<file path="config.mk">
export PLATFORM = sky130hd
export DESIGN_NAME = systolic_result_drain
export DESIGN_NICKNAME = d
export VERILOG_FILES = /design/src/rtl/systolic_pkg.sv /design/src/rtl/systolic_result_drain_acc_narrow.sv /design/src/rtl/systolic_result_drain.sv
export SDC_FILE = /design/constraint.sdc
export NUM_CORES = 1
export LEC_CHECK = 0
export BUFFER_PORTS_ARGS = -buffer_cell sky130_fd_sc_hd__buf_2
export CAP_MARGIN = 20
export CORE_AREA = 3 3 308 310
export CTS_BUF_LIST = sky130_fd_sc_hd__clkbuf_16
export DETAILED_ROUTE_END_ITERATION = 12
export DIE_AREA = 0 0 311 313
export SLEW_MARGIN = 10
export SYNTH_ARGS = -nofsm -noshare
export SYNTH_HDL_FRONTEND = slang
export SYNTH_HIERARCHICAL = 1
export SYNTH_SLANG_ARGS = --single-unit
</file>
<file path="constraint.sdc">
create_clock -name clk -period 22.3 [get_ports clk]
set_input_delay 4.46 -clock clk [delete_from_list [all_inputs] [get_ports clk]]
set_output_delay 4.46 -clock clk [all_outputs]
set_load 0.02 [all_outputs]
</file>
<file path="src/rtl/systolic_pkg.sv">
// Shared definitions for the systolic array slice: default geometry and the
// result-drain state encoding.
package systolic_pkg;

    typedef enum logic [1:0] {
        IDLE   = 2'd0,
        STREAM = 2'd1,
        DONE   = 2'd2
    } state_e;

    localparam int DEF_ROWS  = 8;
    localparam int DEF_COLS  = 8;
    localparam int DEF_ACC_W = 12;
    localparam int DEF_OUT_W = 8;
    localparam int N         = DEF_ROWS * DEF_COLS;

    // Index width for n elements; never narrower than one bit.
    function automatic int idx_w(input int n);
        return (n > 1) ? $clog2(n) : 1;
    endfunction

endpackage

</file>
<file path="src/rtl/systolic_result_drain_acc_narrow.sv">
// Unsigned narrowing of one accumulator to an output byte, either by dropping
// the high bits or by clamping to the largest representable value.
module acc_narrow #(
    parameter int ACC_W = 12,
    parameter int OUT_W = 8
) (
    input  logic [ACC_W-1:0] i_acc,
    input  logic             i_sat,
    output logic [OUT_W-1:0] o_byte
);

    logic w_over;

    generate
        if (ACC_W > OUT_W) begin : g_wide
            assign w_over = |i_acc[ACC_W-1:OUT_W];
        end else begin : g_same
            assign w_over = 1'b0;
        end
    endgenerate

    // Select clamped or truncated value.
    always_comb begin
        o_byte = i_acc[OUT_W-1:0];
        if (i_sat && w_over) begin
            o_byte = {OUT_W{1'b1}};
        end else begin
            o_byte = i_acc[OUT_W-1:0];
        end
    end

endmodule

</file>
<file path="src/rtl/systolic_result_drain.sv">
// Snapshots every accumulator of the array on start and streams the narrowed
// results out row-major over a byte-wide valid/ready channel.
module systolic_result_drain
    import systolic_pkg::*;
#(
    parameter int ROWS  = DEF_ROWS,
    parameter int COLS  = DEF_COLS,
    parameter int ACC_W = DEF_ACC_W,
    parameter int OUT_W = DEF_OUT_W
) (
    input  logic                        clk,
    input  logic                        reset,
    input  logic                        start,
    input  logic                        sat_mode,
    input  logic [ROWS*COLS*ACC_W-1:0]  acc_flat,
    output logic [OUT_W-1:0]            out_data,
    output logic                        out_valid,
    input  logic                        out_ready,
    output logic                        out_last,
    output logic                        busy,
    output logic                        done
);

    localparam int NC = ROWS * COLS;
    localparam int IW = idx_w(NC);
    localparam logic [IW-1:0] LAST_IDX = IW'(NC - 1);

    state_e                     r_state;
    state_e                     w_state_nxt;
    logic [IW-1:0]              r_idx;
    logic [IW-1:0]              w_next_elem;
    logic [ROWS*COLS*ACC_W-1:0] r_snap;
    logic                       r_sat;
    logic [OUT_W-1:0]           r_data;
    logic                       r_valid;
    logic                       r_last;
    logic                       r_busy;
    logic                       r_done;
    logic                       w_hs;
    logic                       w_load;
    logic                       w_advance;
    logic                       w_finish;
    logic [ACC_W-1:0]           w_sel_acc;
    logic                       w_sel_sat;
    logic [OUT_W-1:0]           w_narrow;

    assign w_hs      = r_valid & out_ready;
    assign out_data  = r_data;
    assign out_valid = r_valid;
    assign out_last  = r_last;
    assign busy      = r_busy;
    assign done      = r_done;

    // State register.
    always_ff @(posedge clk) begin
        if (reset) begin
            r_state <= IDLE;
        end else begin
            r_state <= w_state_nxt;
        end
    end

    // Next-state decode; start is only seen in IDLE so it cannot queue.
    always_comb begin
        w_state_nxt = r_state;
        w_load      = 1'b0;
        w_advance   = 1'b0;
        w_finish    = 1'b0;
        case (r_state)
            IDLE: begin
                if (start) begin
                    w_load      = 1'b1;
                    w_state_nxt = STREAM;
                end else begin
                    w_state_nxt = IDLE;
                end
            end
            STREAM: begin
                if (w_hs && (r_idx == LAST_IDX)) begin
                    w_finish    = 1'b1;
                    w_state_nxt = DONE;
                end else if (w_hs) begin
                    w_advance   = 1'b1;
                    w_state_nxt = STREAM;
                end else begin
                    w_state_nxt = STREAM;
                end
            end
            DONE: begin
                w_state_nxt = IDLE;
            end
            default: begin
                w_state_nxt = IDLE;
            end
        endcase
    end

    // Element to present next: cell 0 straight from the array on start,
    // otherwise the following snapshot entry.
    always_comb begin
        w_next_elem = (r_idx == LAST_IDX) ? {IW{1'b0}} : (r_idx + IW'(1));
        if (r_state == IDLE) begin
            w_sel_acc = acc_flat[0 +: ACC_W];
            w_sel_sat = sat_mode;
        end else begin
            w_sel_acc = r_snap[w_next_elem * ACC_W +: ACC_W];
            w_sel_sat = r_sat;
        end
    end

    acc_narrow #(
        .ACC_W (ACC_W),
        .OUT_W (OUT_W)
    ) u_narrow (
        .i_acc  (w_sel_acc),
        .i_sat  (w_sel_sat),
        .o_byte (w_narrow)
    );

    // Snapshot is data-only and intentionally not cleared.
    always_ff @(posedge clk) begin
        if (w_load) begin
            r_snap <= acc_flat;
        end else begin
            r_snap <= r_snap;
        end
    end

    // Output channel, index and status registers.
    always_ff @(posedge clk) begin
        if (reset) begin
            r_idx   <= {IW{1'b0}};
            r_data  <= {OUT_W{1'b0}};
            r_valid <= 1'b0;
            r_last  <= 1'b0;
            r_busy  <= 1'b0;
            r_done  <= 1'b0;
            r_sat   <= 1'b0;
        end else begin
            r_busy <= (w_state_nxt == STREAM);
            r_done <= w_finish;
            if (w_load) begin
                r_idx   <= {IW{1'b0}};
                r_data  <= w_narrow;
                r_valid <= 1'b1;
                r_last  <= (LAST_IDX == {IW{1'b0}});
                r_sat   <= sat_mode;
            end else if (w_advance) begin
                r_idx  <= w_next_elem;
                r_data <= w_narrow;
                r_last <= (w_next_elem == LAST_IDX);
            end else if (w_finish) begin
                r_valid <= 1'b0;
                r_last  <= 1'b0;
            end else begin
                r_idx   <= r_idx;
                r_data  <= r_data;
                r_valid <= r_valid;
                r_last  <= r_last;
            end
        end
    end

endmodule

</file>
# Word-level counts from Yosys, hierarchy flattened
# Cells that the tools add are included.
[classes]
addsub = 1
n_mul = 1
eq_ne = 5
n_shift = 1
n_mux = 20
bitwise = 1
n_reduce_logical = 9
[ops]
columns = ["cell", "count"]
rows = [
  ["$shiftx A768 B11 Y12", 1],
  ["$mux W8", 3],
  ["$mux W1", 13],
  ["$eq A6 B6 Y1 const B", 2],
  ["$mux W12", 1],
  ["$mul A6 B2 Y8 const B", 1],
  ["$add A6 B1 Y6 const B", 1],
  ["$mux W6", 1],
  ["$reduce_bool A2 Y1", 3],
  ["$eq A2 B1 Y1 const B", 2],
  ["$pmux W2 S2", 1],
  ["$reduce_or A4 Y1", 1],
  ["$logic_and A1 B1 Y1", 2],
  ["$logic_not A2 Y1", 1],
  ["$mux W2", 1],
  ["$ne A2 B2 Y1 const B", 1],
  ["$reduce_and A2 Y1", 1],
  ["$reduce_or A2 Y1", 1],
  ["$and A1 B1 Y1", 1],
]
[totals]
ff_bits = 789
inputBits = 773
out_inout_bits = 12
word_cells = 47

# Longest topological paths before layout
# Gate-level depths: netlist (run 1).
[logic_depth]
word_depth = 10
mapped_depth = 18
depth_no_buf = 13

# By module
# The synthesis (run 1) kept the hierarchy.
[by_module_without_submodules]
columns = ["mod", "n_inst", "cells_each", "area_each_um2", "seq_area_each_um2"]
rows = [
  ["systolic_result_drain", 1, 2137, 30862.1, 23462.5],
  ["acc_narrow", 1, 9, 77.6, 0.0],
]

# Worst setup path after synthesis (run 1)
# Ideal clock, no wire load.
[synth_timing]
path_kind = "input to register"
startpoint = "input port start"
endpoint = "register r_data[0] (netlist: out_data[0])"
setup_ps = 134
t_arrival_ps = 22038
t_required_ps = 22166
setup_slack_ps = 128
stages = 5
n_path_buf = 0
path_cell_list = "nand2_1 inv_1 nor2_2 mux2i_1 nor2_1"
[synth_via]
elab_chain_len = 3
elab_cells_between_ends = 4
cone_classes = "mux (3); reduce/logical (1)"
[synth_lines]
columns = ["element", "line", "rtl"]
rows = [
  ["start: declaration", "systolic_result_drain.sv:13", "input logic start,"],
  ["$mux W1 (*)", "systolic_result_drain.sv:71", "if (start) begin"],
  ["$mux W1 (*)", "systolic_result_drain.sv:69", "case (r_state)"],
  ["named net w_load", "systolic_result_drain.sv:40", "logic w_load;"],
  ["$mux W8 or $reduce_bool A2 Y1 (tied branches)", "-", ""],
  ["end signal: assignment", "systolic_result_drain.sv:144", "r_data <= w_narrow;"],
  ["end signal: assignment", "systolic_result_drain.sv:150", "r_data <= w_narrow;"],
  ["end signal: assignment", "systolic_result_drain.sv:157", "r_data <= r_data;"],
  ["end: declaration", "systolic_result_drain.sv:34", "logic [OUT_W-1:0] r_data;"],
]
# The timed path passes the listed nets; every way through them passes the cells marked *.
# A chain may end at the register's enable or synchronous reset.

# Worst setup path after layout (run 1)
[layout_timing]
startpoint = "input port start"
endpoint = "register r_snap[185], enable pin"
[layout_via]
elab_chain_len = 2
[layout_lines]
columns = ["element", "line", "rtl"]
rows = [
  ["$mux W1", "systolic_result_drain.sv:71", ""],
  ["$mux W1", "systolic_result_drain.sv:69", ""],
  ["named net w_load", "systolic_result_drain.sv:40", ""],
  ["end signal: assignment", "systolic_result_drain.sv:123", "r_snap <= acc_flat;"],
  ["end signal: assignment", "systolic_result_drain.sv:125", "r_snap <= r_snap;"],
  ["end: declaration", "systolic_result_drain.sv:32", "logic [ROWS*COLS*ACC_W-1:0] r_snap;"],
]
# The timed path passes the listed nets, and every way through them passes these cells.

==> insert_results.sql, run 1 <==
INSERT INTO impl_metrics (metric_group, metric, value, unit) VALUES
('power_and_ir_drop', 'power_per_cell_area', '85.3', 'nW/um2'),
('run', 'max_cap_viol_count', '0', ''),
('clocking', 'cts.sinks', '788', ''),
('placed_design', 'placed_wire_length_estimate_after_detailed_placement', '79600', 'um'),
('outcome', 'outcome', 'complete, no violations', ''),
('setup_path', 'worstReg2RegEnd', 'out_data[7]', ''),
('setup_path', 'worstSetupEndpointType', 'register', ''),
('placed_design', 'dpl_cell_area', '36100', 'um2'),
('yosys', 'yosysWarningCount', '6', ''),
('route', 'vias', '21500', ''),
('worst_hold_path', 'worst_hold_startpoint', 'out_last', ''),
('grt', 'grt_util_met1', '26.0', '%'),
('grt', 'gr-usage-all-layers', '22.0', '%'),
('sta', 'finalSetupViolCount', '0', ''),
('worst_hold_path', 'worst_hold_path.num_cells', '2', ''),
('yosys', 'syn_area_per_cell', '14.4', 'um2'),
('yosys', 'synthDominantAreaCellType', 'sky130_fd_sc_hd__edfxtp_1', ''),
('yosys', 'summed_instance_area_of_the_synthesized_netlist', '30900', 'um2'),
('die', 'die_area', '97300', 'um2'),
('die', 'die_w', '311', 'um'),
('setup_path', 'depth_of_the_worst_register_to_register_path', '15', ''),
('clocking', 'clkSlewWorstSetupHoldPaths', '60', 'ps'),
('sta', 'setup-tns-final', '0', 'ps'),
('yosys', 'number_of_synthesized_flops_with_an_enable_pin', '768', ''),
('cells_and_area', 'final_net_count', '3714', ''),
('setup_path', 'regToRegSetupSlack', '15270', 'ps'),
('yosys', 'post_synth_num_cell_types', '61', ''),
('placed_design', 'port-buffer-count', '784', ''),
('sta', 'grt_setup_unrepaired', 'no', ''),
('grt', 'grt_antenna_before_repair', '57', ''),
('clocking', 'clock_latency', '660', 'ps'),
('yosys', 'mappedNetlistNets', '2921', ''),
('setup_path', 'critical_path_required', '22560', 'ps'),
('grt', 'grtUsageMet2', '38.6', '%'),
('clocking', 'cts_root_buf', 'sky130_fd_sc_hd__clkbuf_16', ''),
('sta', 'final-max-slew-violation-count', '0', ''),
('setup_path', 'critical_path_class', 'in -> reg', ''),
('die', 'ioPinCount', '785', ''),
('grt', 'grt_start_max_net_pins', '130', ''),
('setup_path', 'setup.worst_path.start_class', 'input port', ''),
('setup_path', 'timing.rr.start', 'r_idx[0]', ''),
('cells_and_area', 'syn2layout_area_growth', '25.5', '%'),
('worst_hold_path', 'holdCritPathClass', 'reg -> reg', ''),
('setup_path', 'cp_max_fo', '129', ''),
('yosys', 'ys_async_sr_fraction', '0', '%'),
('power_and_ir_drop', 'static-leakage-power', '14.5', 'nW'),
('sta', 'holdWs', '497', 'ps'),
('placed_design', 'place.gp.congestion', '0.879', ''),
('route', 'drt_pre_antenna_iters', '6', ''),
('cells_and_area', 'mostFrequentLayoutCell', 'sky130_fd_sc_hd__buf_2', ''),
('sta', 'timing.slew.headroom', '27.7', '%'),
('route', 'post_drt_wl_per_cell', '25.8', 'um'),
('yosys', 'synth_cells', '2146', ''),
('cells_and_area', 'final_design_area_no_fill', '38800', 'um2'),
('die', 'die_h', '313', 'um'),
('route', 'number_of_antenna_violating_nets_in_the_routed_design', '0', ''),
('die', 'start_util', '33.7', '%'),
('clocking', 'cts.hold.buffers_added', '0', ''),
('grt', 'grt_use_met3', '6.45', '%'),
('route', 'route.detailed.vias_per_inst', '5.02', ''),
('sta', 'worst_pin_slew', '1080', 'ps'),
('grt', 'most_congested_layer_reported_by_global_routing', 'met2', ''),
('clocking', 'htreeDepth', '3', ''),
('yosys', 'yosysSeqAreaShare', '75.8', '%'),
('sta', 'worst_clock_skew', '20.6', 'ps'),
('die', 'coreArea', '91900', 'um2'),
('setup_path', 'worst-endpoint-arrival', '9100', 'ps'),
('sta', 'clock.fmax', '113', 'MHz'),
('clocking', 'cts-root-to-sink-buffers', '3', ''),
('yosys', 'synth_top_area_share', '74.5', '%'),
('setup_path', 'worstSetupStartpoint', 'start', '');
-- worst max-delay path: stages --
cell	delay, ps
sky130_fd_sc_hd__buf_2	120
sky130_fd_sc_hd__nand2_1	180
sky130_fd_sc_hd__inv_8	690
sky130_fd_sc_hd__buf_4	900
sky130_fd_sc_hd__buf_4	790
sky130_fd_sc_hd__buf_4	780
sky130_fd_sc_hd__buf_4	930
-- per-stage QoR --
step | std cells | setup WS, ps | power, mW | utilization (%)
finish | 4279 | 13450 | 3.31 | 42.2
global route | 4258 | 13200 | 3.43 | 42.2
CTS | 4241 | 13560 | 3.35 | 42.1
detailed placement | 4092 | 12860 | 1.98 | 39.2
global placement | 4090 | 12930 | 1.98 | 39.2
floorplan | 2146 | 128 | 1.91 | -
-- sequential cells by signal, summed over array words and instances (netlist names) --
| register | flops |
|---|---|
| r_snap | 768 |
| r_idx | 6 |
| busy | 1 |
| r_state | 2 |
| out_valid | 1 |
| out_last | 1 |
| out_data | 8 |
| r_sat | 1 |
-- Yosys cell counts (all sizes together) (4+ instances only) --
master and n:
a211o 4, a41oi 4, nand2 564, a22oi 24
nand2b 12, nor2 25, nand4 31, nor4 10
clkbuf 20, mux4 9, and2 5, xnor2 5
buf 112, edfxtp 768, dfxtp 20, and3 7
a32oi 49, mux2i 80, nand3 158, o22ai 8
o21ai 11, a221oi 6, a31oi 76, a21oi 92
xor2 6, nor3 8
-- power by group --
| group | switching, mW | total (mW) | internal, mW |
|---|---|---|---|
| registers | 0.0239 | 1.75 | 1.73 |
| clock network | 0.582 | 1.37 | 0.786 |
| logic | 0.120 | 0.198 | 0.0777 |
-- logic make-up after synthesis --
kind of cell | after synthesis | synth area share (%)
compound gates | 293 | 6.38
xor+xnor | 11 | 0.396
fa+ha+maj | 2 | 0.0809
buf+inv | 134 | 2.69
flops | 788 | 75.8
mux | 89 | 3.27
simple gates | 829 | 11.4
-- layer usage --
layer / share of wire [%] / wire length, um
met5: 0.22 / 244
met4: 2.7 / 3010
met3: 8.1 / 8940
met2: 51 / 56100
met1: 38 / 41900
-- layout make-up --
| cell class | count | area, um2 |
|---|---|---|
| Fill cell | 8619 | 53100 |
| Sequential cell | 788 | 23500 |
| Multi-Input combinational cell | 1224 | 6710 |
| Timing Repair Buffer | 835 | 4320 |
| Clock buffer | 92 | 2300 |
| Tap cell | 1243 | 1560 |
| Clock inverter | 57 | 374 |
| Antenna cell | 38 | 95.1 |
| Inverter | 2 | 15.0 |
-- how the worst max path moves through the flow --
stage | end | depth (start not counted)
floorplan | out_data[0] | 5
global placement | r_snap[2] | 7
detailed placement | r_snap[56] | 7
CTS | r_snap[149] | 7
global route | r_snap[44] | 7
finish | r_snap[185] | 7
Power figures use the tool's default switching activity.
==> run 2, diff against run 1 <==
- ABC_AREA: not set -> 1
- CORE_AREA: 3 3 308 310 -> 3 3 305 307
- DIE_AREA: 0 0 311 313 -> 0 0 308 310
- clock period: 22.3 -> 7.6 ns (I/O delays scaled with it)
==> run 2 against run 1 <==
Effect of this change:
- clock-buffer cell count down 2
- utilization up 3.2 points
- clock power rose to 3.2 times the previous value
- hold slack worse by 44 ps
- sequential share of layout area down 3.3 points
- final area up 5.7%
- sequential cell count unchanged
- clock skew up 4.2 ps
- critical path depth up 11
- critical path type is now reg -> reg
==> insert_results.sql, run 2 <==
INSERT INTO impl_metrics (metric_group, metric, value, unit) VALUES
('outcome', 'outcome', 'complete, no violations', ''),
('die', 'coreArea', '90300', 'um2'),
('route', 'post_drt_wl_per_cell', '25.3', 'um'),
('clocking', 'clkSlewWorstSetupHoldPaths', '60', 'ps'),
('sta', 'finalSetupViolCount', '0', ''),
('setup_path', 'regToRegSetupSlack', '2950', 'ps'),
('clocking', 'tritoncts_clock_tree', 'yes', ''),
('sta', 'min_period', '4650', 'ps'),
('clocking', 'cts-buffers-inserted', '90', ''),
('placed_design', 'place.gp.congestion', '0.852', ''),
('clocking', 'cts.hold.buffers_added', '0', ''),
('sta', 'final_min_period_over_clock_period', '61.2', '%'),
('yosys', 'largest_family_of_logic_cells_by_synthesized_area', 'simple AND/OR/NAND/NOR gates', ''),
('die', 'fp-row-count', '110', ''),
('placed_design', 'placed_wire_length_estimate_after_detailed_placement', '87200', 'um'),
('yosys', 'synth_compound_gate_area_share', '0.758', '%'),
('grt', 'grt_start_max_net_pins', '170', ''),
('yosys', 'synth_top_flop_cell', 'sky130_fd_sc_hd__edfxtp_1', ''),
('grt', 'via_count_of_the_first_global_routing_pass', '25000', ''),
('clocking', 'clock_latency', '690', 'ps'),
('setup_path', 'worstPathCellList', 'ha_1, nand2_1, nor2_1, nand2_8, nand3_4, clkinv_2, nand3_1, nand3_1, nand3_1, nand2_1, nand2_1, nand2_1, nor2_1, nand2_1, nand2_4, nand2_1, o21ai_0, nor2_1', ''),
('sta', 'final_hold_viol_count', '0', ''),
('route', 'drcViolationCount', '0', ''),
('setup_path', 'critical_path_required', '8160', 'ps'),
('cells_and_area', 'filler_cell_count', '8485', ''),
('die', 'die_h', '310', 'um'),
('yosys', 'synth.ff_latch_count', '788', ''),
('die', 'die_area', '95500', 'um2'),
('sta', 'worst_clock_skew', '24.7', 'ps'),
('yosys', 'synth_mux_area_share', '0', '%'),
('yosys', 'yosysSeqAreaShare', '71.1', '%'),
('cells_and_area', 'mostFrequentLayoutCell', 'sky130_fd_sc_hd__nand2_1', ''),
('yosys', 'syn_area_per_cell', '11.1', 'um2'),
('setup_path', 'worstReg2RegEnd', 'out_data[4]', ''),
('setup_path', 'timing.critical_path.slowest_stage_cell', 'sky130_fd_sc_hd__clkinv_2', ''),
('setup_path', 'critical_path_buf_inv_count', '1', ''),
('sta', 'timing.slew.headroom', '26.8', '%'),
('cells_and_area', 'max_reg_flops', '768', ''),
('clocking', 'cts_root_buf', 'sky130_fd_sc_hd__clkbuf_16', ''),
('worst_hold_path', 'holdCritPathClass', 'reg -> reg', ''),
('yosys', 'number_of_synthesized_flops_with_an_enable_pin', '768', ''),
('route', 'number_of_antenna_violating_nets_in_the_routed_design', '0', ''),
('clocking', 'cts-root-to-sink-buffers', '3', ''),
('cells_and_area', 'final_design_area_no_fill', '41100', 'um2'),
('grt', 'grt_antenna_before_repair', '74', ''),
('yosys', 'synthDominantAreaCellType', 'sky130_fd_sc_hd__edfxtp_1', ''),
('yosys', 'post_synth_num_cell_types', '24', ''),
('route', 'vias', '26000', ''),
('clocking', 'number_of_setup_buffers_added_after_cts', '0', ''),
('yosys', 'synth_top_area_share', '69.9', '%'),
('power_and_ir_drop', 'power_per_cell_area', '252', 'nW/um2'),
('run', 'max_cap_viol_count', '0', ''),
('setup_path', 'worst-endpoint-arrival', '5210', 'ps'),
('sta', 'worst_pin_slew', '1100', 'ps'),
('setup_path', 'cpLargestDelayFamily', 'simple AND/OR/NAND/NOR gates', ''),
('worst_hold_path', 'worst_hold_startpoint', 'r_sat', ''),
('setup_path', 'critical_path_class', 'reg -> reg', ''),
('route', 'drtIter0Drc', '2837', ''),
('grt', 'gr-usage-all-layers', '25.3', '%'),
('yosys', 'summed_instance_area_of_the_synthesized_netlist', '33000', 'um2'),
('yosys', 'leading_cell_type_by_number_of_instances_after_synthesis', 'sky130_fd_sc_hd__nand2_1', ''),
('die', 'start_util', '36.6', '%'),
('setup_path', 'cp_max_fo', '85', ''),
('placed_design', 'port-buffer-count', '784', ''),
('setup_path', 'critical_path_depth', '18', ''),
('clocking', 'post_cts.resized_instances', '0', ''),
('yosys', 'yosysWarningCount', '6', ''),
('yosys', 'synth-simple-area-share', '24.3', '%'),
('yosys', 'xor_xnor_share_of_the_synthesized_area', '0.0265', '%'),
('cells_and_area', 'most-common-layout-cells', 'sky130_fd_sc_hd__nand2_1 (941), sky130_fd_sc_hd__nand3_1 (848), sky130_fd_sc_hd__buf_2 (784)', ''),
('grt', 'grt_overflow_total', '0', ''),
('cells_and_area', 'layout-drive-gt1-share', '25.7', '%'),
('yosys', 'synth_cells', '2967', ''),
('cells_and_area', 'register_name_with_the_most_flops', 'r_snap', ''),
('route', 'drt_pre_antenna_iters', '6', ''),
('power_and_ir_drop', 'static-leakage-power', '17.0', 'nW'),
('placed_design', 'dpl_cell_area', '37900', 'um2'),
('setup_path', 'setup.worst_path.start_class', 'register', ''),
('setup_path', 'depth_of_the_worst_register_to_register_path', '18', ''),
('clocking', 'htreeDepth', '3', ''),
('yosys', 'synthAdderAreaFrac', '0.0758', '%'),
('yosys', 'ys_top_cells_by_count', 'sky130_fd_sc_hd__nand2_1 (942), sky130_fd_sc_hd__nand3_1 (849), sky130_fd_sc_hd__edfxtp_1 (768), sky130_fd_sc_hd__clkbuf_1 (130), sky130_fd_sc_hd__inv_1 (79)', ''),
('die', 'ioPinCount', '785', ''),
('yosys', 'mappedNetlistNets', '3742', ''),
('setup_path', 'worstSetupEndpointType', 'register', ''),
('route', 'route.detailed.vias_per_inst', '5.21', ''),
('sta', 'clock.fmax', '215', 'MHz'),
('yosys', 'synthTopCellsByArea', 'sky130_fd_sc_hd__edfxtp_1 (70%), sky130_fd_sc_hd__nand3_1 (13%), sky130_fd_sc_hd__nand2_1 (11%), sky130_fd_sc_hd__clkbuf_1 (1.5%), sky130_fd_sc_hd__dfxtp_1 (1.2%)', ''),
('power_and_ir_drop', 'irDropWorstVdd', '0.223', 'mV'),
('clocking', 'cts.sinks', '788', ''),
('grt', 'grt_pass1_wl', '173000', 'um'),
('yosys', 'ys_async_sr_fraction', '0', '%'),
('sta', 'final-max-slew-violation-count', '0', ''),
('worst_hold_path', 'worst_hold_path.num_cells', '2', ''),
('power_and_ir_drop', 'power', '10.4', 'mW'),
('die', 'die_w', '308', 'um'),
('worst_hold_path', 'min_to', 'r_sat', ''),
('setup_path', 'crit_path_largest_cell_delay', '820', 'ps'),
('setup_path', 'timing.rr.start', 'r_idx[0]', ''),
('setup_path', 'crit_top_cell', 'sky130_fd_sc_hd__nand2_1', ''),
('cells_and_area', 'syn2layout_area_growth', '24.4', '%'),
('cells_and_area', 'final_net_count', '4442', ''),
('route', 'drt-total-wl', '126000', 'um'),
('sta', 'grt_setup_unrepaired', 'no', '');
## run 2: changes by cell type after synthesis, sizes merged, moves of 24 or more
cell / delta
a21oi: -76
a22oi: -24
a31oi: -76
a32oi: -49
buf: -34
clkbuf: +110
inv: +82
mux2i: -80
nand2: +380
nand3: +691
nand4: -31
## run 2: cell families (layout without fill, tap and decap cells)
group / count (synthesis) / after routing
fa+ha+maj: 2 / 2
buf+inv: 292 / 1064
xor+xnor: 1 / 1
simple gates: 1839 / 1839
compound gates: 45 / 45
flops: 788 / 788
other cells: 0 / 65
## run 2: metrics by stage
stage	utilization [%]	TNS (ps)	setup slack, ps	hold slack, ps	instances
finish	45.5	0	2950	453	4980
global route	45.4	0	2610	471	4966
CTS	45.3	0	2920	456	4915
detailed placement	42.0	0	2930	447	4751
global placement	42.0	0	3000	437	4751
floorplan	-	-4679170	-6250	424	2967
## run 2: worst max path at each step
| stage | start | to | slack [ps] |
|---|---|---|---|
| 6_report | r_idx[0] | out_data[4] | 2950 |
| 5_1_grt | r_idx[0] | out_data[1] | 2610 |
| 4_1_cts | r_idx[0] | out_data[4] | 2920 |
| 3_5_place_dp | r_idx[0] | out_data[4] | 2930 |
| 3_3_place_gp | r_idx[0] | out_data[5] | 3000 |
| 2_1_floorplan | start | out_data[0] | -6250 |
## run 2: worst register-to-register path, delay by kind of cell, from the launching register on
family	cells	cell delay, ps
AOI/OAI and AO/OA	1	190
adders and majority gates	1	340
buffers and inverters	1	830
DFF	1	480
and+or+nand+nor	15	2710
## run 2: cell type report
type / instances / area, um2 / share of cell area, %
flip-flops and latches: 788 / 23500 / 57.1
repair buffers: 816 / 4260 / 10.4
well taps: 1176 / 1470 / 3.58
clock buffers: 90 / 2250 / 5.48
clock inverters: 74 / 717 / 1.75
multi-input cells: 1887 / 8390 / 20.4
diodes: 65 / 163 / 0.396
inverters: 84 / 338 / 0.823
## run 2: power breakdown
group	internal, mW	switching, mW
Sequential	5.10	0.0765
Clock	2.54	1.84
Combinational	0.293	0.519
Total	7.94	2.43
## run 2: metal layers
metal | vias up | share of wire, % | GRT usage, %
met5 | - | 0.10 | 0
met4 | 20 | 3.8 | 11.6
met3 | 229 | 7.8 | 5.40
met2 | 1247 | 49 | 41.6
met1 | 12600 | 39 | 32.3
li1 | 11900 | - | -
